==> config.mk <==
export PLATFORM = sky130hd
export DESIGN_NAME = mem_access_ctrl
export DESIGN_NICKNAME = d
export VERILOG_FILES = /design/src/rtl/mem_access_ctrl.sv
export SDC_FILE = /design/constraint.sdc
export NUM_CORES = 1
export LEC_CHECK = 0
export ABC_AREA = 1
export BUFFER_PORTS_ARGS = -buffer_cell sky130_fd_sc_hd__buf_2
export CAP_MARGIN = 15
export CORE_MARGIN = 1
export CORE_UTILIZATION = 45
export CTS_CLUSTER_DIAMETER = 60
export DETAILED_ROUTE_END_ITERATION = 10
export GPL_ROUTABILITY_DRIVEN = 0
export PLACE_DENSITY_LB_ADDON = 0.25
export SKIP_CTS_REPAIR_TIMING = 1
export SLEW_MARGIN = 20
export SYNTH_ARGS = -nofsm -noshare
export SYNTH_HDL_FRONTEND = slang
export SYNTH_SLANG_ARGS = --single-unit
==> constraint.sdc <==
create_clock -name Clk -period 2.6 [get_ports Clk]
set_input_delay 0.39 -clock Clk [delete_from_list [all_inputs] [get_ports Clk]]
set_output_delay 0.39 -clock Clk [all_outputs]
set_load 0.01 [all_outputs]
==> src/rtl/mem_access_ctrl.sv <==
// mem_access_ctrl
//   Bus-side memory access sequencer for the LC-3 datapath. Holds MAR and
//   MDR and runs one SRAM read or write per accepted request. The access
//   phase is stretched by WAIT_CYCLES extra cycles to meet slow SRAM timing.
//
//   Sequence: IDLE -> SETUP (1) -> ACCESS (WAIT_CYCLES+1) -> DONE (1) -> IDLE
//
// Ports
//   Clk, Reset            clock, synchronous active-high reset
//   req, we               request / write select, sampled only in IDLE
//   addr_in, data_in      address into MAR, write data into MDR (writes only)
//   busy, done            not-idle flag, one-cycle completion pulse
//   data_out              MDR contents (read result, gated onto BUS)
//   mem_addr, mem_wdata   MAR / MDR driven to the SRAM
//   mem_rdata             SRAM read data
//   mem_ce_n/oe_n/we_n    active-low SRAM strobes
module mem_access_ctrl #(
    parameter int WAIT_CYCLES = 2,
    parameter int AW          = 16,
    parameter int DW          = 16
) (
    input  logic          Clk,
    input  logic          Reset,
    input  logic          req,
    input  logic          we,
    input  logic [AW-1:0] addr_in,
    input  logic [DW-1:0] data_in,
    output logic          busy,
    output logic          done,
    output logic [DW-1:0] data_out,
    output logic [AW-1:0] mem_addr,
    output logic [DW-1:0] mem_wdata,
    input  logic [DW-1:0] mem_rdata,
    output logic          mem_ce_n,
    output logic          mem_oe_n,
    output logic          mem_we_n
);

    localparam logic [1:0] S_IDLE   = 2'd0;
    localparam logic [1:0] S_SETUP  = 2'd1;
    localparam logic [1:0] S_ACCESS = 2'd2;
    localparam logic [1:0] S_DONE   = 2'd3;

    localparam logic [3:0] WAIT_LD = 4'(WAIT_CYCLES);

    logic [1:0]    state;
    logic          op_wr;     // latched we for the access in flight
    logic [3:0]    wait_cnt;
    logic [AW-1:0] mar;
    logic [DW-1:0] mdr;

    always_ff @(posedge Clk) begin
        if (Reset) begin
            state    <= S_IDLE;
            op_wr    <= 1'b0;
            wait_cnt <= 4'd0;
            mar      <= '0;
            mdr      <= '0;
        end else begin
            case (state)
                S_IDLE: begin
                    if (req) begin
                        mar   <= addr_in;
                        op_wr <= we;
                        // Reads leave MDR alone until the data actually returns.
                        if (we) mdr <= data_in;
                        state <= S_SETUP;
                    end
                end
                S_SETUP: begin
                    wait_cnt <= WAIT_LD;
                    state    <= S_ACCESS;
                end
                S_ACCESS: begin
                    if (wait_cnt == 4'd0) begin
                        if (!op_wr) mdr <= mem_rdata;
                        state <= S_DONE;
                    end else begin
                        wait_cnt <= wait_cnt - 4'd1;
                    end
                end
                default: begin
                    state <= S_IDLE;
                end
            endcase
        end
    end

    // Strobes decode from registered state only, so they are glitch-free
    // and mem_addr (MAR) is already stable one cycle before mem_we_n falls
    // and one cycle after it rises.
    always_comb begin
        mem_ce_n = 1'b1;
        mem_oe_n = 1'b1;
        mem_we_n = 1'b1;
        case (state)
            S_SETUP: begin
                mem_ce_n = 1'b0;
                mem_oe_n = op_wr;
            end
            S_ACCESS: begin
                mem_ce_n = 1'b0;
                mem_oe_n = op_wr;
                mem_we_n = !op_wr;
            end
            default: ;
        endcase
    end

    assign busy      = (state != S_IDLE);
    assign done      = (state == S_DONE);
    assign data_out  = mdr;
    assign mem_addr  = mar;
    assign mem_wdata = mdr;

endmodule

==> results.md <==
* Status: complete, no violations
* Number of optimization iterations in the first detailed-route pass at 6
* Die Footprint at about 0.0050 mm^2
* Routed wire per std cell at 9.72 um
* Cell-internal power at about 1.6 mW
* Number of port buffers at 104
* Pin count of the biggest net entering global routing at 24
* DRC Markers at 0
* Bufs on Longest Clock Path at 2
* Dpl cells at 453
* Final number of hold-violating endpoints at 0
* Critical Path Start Type: register
* Initial core utilization at 0.481
* Final number of max-transition violations at 0
* TritonCTS clock tree: built
* Clock share of power at 0.140
* Count of nets after finishing at about 470
* Buf/Inv on CP at 2
* GRT met1 Usage at 0.221
* Transition time at the pin with the least slew margin at about 580 ps
* Number of non-filler instances in the completed layout at 461
* Critical path arrival at about 2300 ps
* Avg Inst Size Synth at 6.62 um^2
* Max frequency at 481 MHz
* Number of flip-flops and latches in the synthesized netlist at 39
* Synthesis-to-layout area growth at 23.1%
* Critical path required time at 2770 ps
* Site row count at 24
* Setup Viol. Count Final at 0
* Number of placed I/O pins at 105
* Net count after synthesis at around 380
* Static leakage power at ~1.6 nW
* Max_cap viols at 0
* Comb pwr share at 0.538
* Family with the most delay on the worst path: buffers and inverters
* Setup repair after global routing missed its margin: false
* Post-synthesis sequential area ratio at 0.365
* Horizontal die dimension at a little over 70 um
* Proportion of total power due to net switching at 0.445
* Maximum single-stage delay on the critical path at 510 ps
* Remaining number of nets flagged by the antenna check after routing at 0
* Via count of the first global-routing pass at 1809
* Inserted Diodes at 0
* Met3 track demand over resource in global routing at 0.0399
* Layout cells sized above 1 at 0.303
* Area of the core region at between 0.004 and 0.005 mm^2
* Instance count on the critical path at 6
* DRT Wirelength at 4.48 mm
* Critical Path Slowest Stage Cell: clkinv_1
* Setup skew after layout at 8.43 ps
* Commonest non-fill, non-tap cells in the layout: 104 x buf_2, 103 x nor2_1, 46 x nand2_1
* Tightest slew margin relative to the limit at 0.615
* Worst vdd ir at 674 uV
* Cell area after synthesis at 0.00214 mm^2
* Psw at 1.26 mW
* Class of the most critical hold timing path: input pin to register
* First-pass GRT wire length at approximately 7.6 mm
* Number of design-rule violations left by the first detailed-router iteration at roughly 90
* Capturing instance or port of the critical path: op_wr
* Number of levels the H-tree was split into at 2
* Power per cell area at ~1100 mW/mm^2
* FF-to-FF path depth at 6
* Flop2flop setup slack at between 500 and 600 ps
* Grt ovf at 0
* Launching instance or port of the critical path: state[0]
* Antenna violations before repair at 0
* Final Cycle Share at 0.800
* Synth warnings at 0
* Leading cell type in the layout, fill and taps excluded: buf_2
* Setup Total Neg Slack at 0 ps
* Netlist cell types at 22
* Met2 Usage GRT at 0.339
* Number of sinks handled by clock tree synthesis at 39
* Highest-utilization routing layer at the global route stage: met2
* Max Fanout on Critical Path at 18
* Per-cell via count in the routed design at ~4.5
* Overall fraction of global-route tracks in use at 0.187
* TritonCTS Buffers at 5
* Synthesized instance count at ~320
* Post-DP HPWL at ~3.3 mm
* Classification of the worst setup path: register to register
* Clock latency reported for the late side of the worst-skew pair at slightly below 300 ps
* Clock Tree Root: clkbuf_8
* Final period demand of the worst path at 2080 ps
* Number of vias after detailed routing at about 2100
* Number of cells on the worst hold path at 2
* Endpoint kind of the worst setup timing path: register
* Capture point of the worst reg-to-reg path: op_wr
* FF-to-FF Start: state[0]
* Portion of total power attributed to sequential cells at 0.322
* Height of the chip at 70.9 um
* Clock slew at the register clock pins of the worst setup and hold paths at around 80 ps
* Chain of cells forming the critical path: inv_1, ha_1, nand2_1, clkinv_1, o21ai_0, a21oi_1
cell type report:
class	count	area (um^2)
repair buffers	109	558
clock buffers	5	68.8
multi-input cells	209	973
flip-flops and latches	39	781
well taps	52	65.1
fillers	446	1810
inverters	44	165
clock inverters	3	20.0
per-stage QoR:
stage	power, mW	instance area [um^2]	setup WS [ps]	hold slack [ps]	utilization
finish	2.83	2630	519	324	0.592
global route	3.13	2630	162	324	0.592
CTS	2.86	2630	502	318	0.592
detailed placement	2.46	2540	505	438	0.572
global placement	2.44	2540	525	432	0.572
floorplan	2.15	2140	1020	422	-
per-layer routing:
metal  vias to the layer above  part of all wire  wire, um
li1                       1131                 -         -
met1                       889              0.48      2140
met5                         -                 0         0
met3                         5             0.051       230
met2                        72              0.46      2070
met4                         0            0.0094        42
synth_stat cells:
cell type | instances | area (um^2)
buf_2 | 6 | 30.0
clkbuf_1 | 4 | 15.0
nand2_2 | 1 | 6.26
or2_2 | 1 | 6.26
nand4_1 | 16 | 100
nand3b_4 | 1 | 20.0
xor2_1 | 1 | 8.76
or2_1 | 1 | 6.26
nand3_1 | 5 | 25.0
nand2_1 | 46 | 173
buf_4 | 17 | 128
inv_1 | 42 | 158
buf_6 | 4 | 45.0
o21ai_0 | 19 | 95.1
nand2_4 | 1 | 11.3
ha_1 | 7 | 87.6
nor2_1 | 103 | 387
inv_2 | 1 | 3.75
nor2_4 | 2 | 22.5
dfxtp_1 | 39 | 781
a21oi_1 | 5 | 25.0
clkinv_1 | 1 | 3.75
sequential cells by signal, summed over array words and instances, names as in the netlist:
signal / cells
data_out: 16
mem_addr: 16
wait_cnt: 4
state: 2
op_wr: 1
cell families after synthesis:
family / synth area share
DFF: 0.365
and+or+nand+nor: 0.354
xor gates and xnor gates: 0.00410
AOI/OAI and AO/OA: 0.0562
adders and majority gates: 0.0410
buffers and inverters: 0.179
worst reg2reg max path, stage by stage (launching register included):
cell and delay (ps):
dfxtp_1 400, inv_1 100, ha_1 260, nand2_1 350, clkinv_1 510, o21ai_0 300
a21oi_1 60
how the worst min path moves through the flow:
stage | startpoint | slack (ps) | end
after floorplan | wait_cnt[0] | 420 | wait_cnt[0]
after global placement | wait_cnt[0] | 430 | wait_cnt[0]
after detailed placement | wait_cnt[0] | 440 | wait_cnt[0]
after CTS | Reset | 320 | wait_cnt[3]
after global routing | Reset | 320 | wait_cnt[3]
final | Reset | 320 | wait_cnt[3]
power groups by stage:
stage / sequential (mW) / combinational (mW) / clock (mW)
2_1_floorplan: 0.989 / 1.16 / 0
3_3_place_gp: 0.918 / 1.52 / 0
3_5_place_dp: 0.926 / 1.53 / 0
4_1_cts: 0.914 / 1.54 / 0.411
5_1_grt: 0.937 / 1.76 / 0.441
6_report: 0.912 / 1.52 / 0.398
Power figures use the tool's default switching activity.
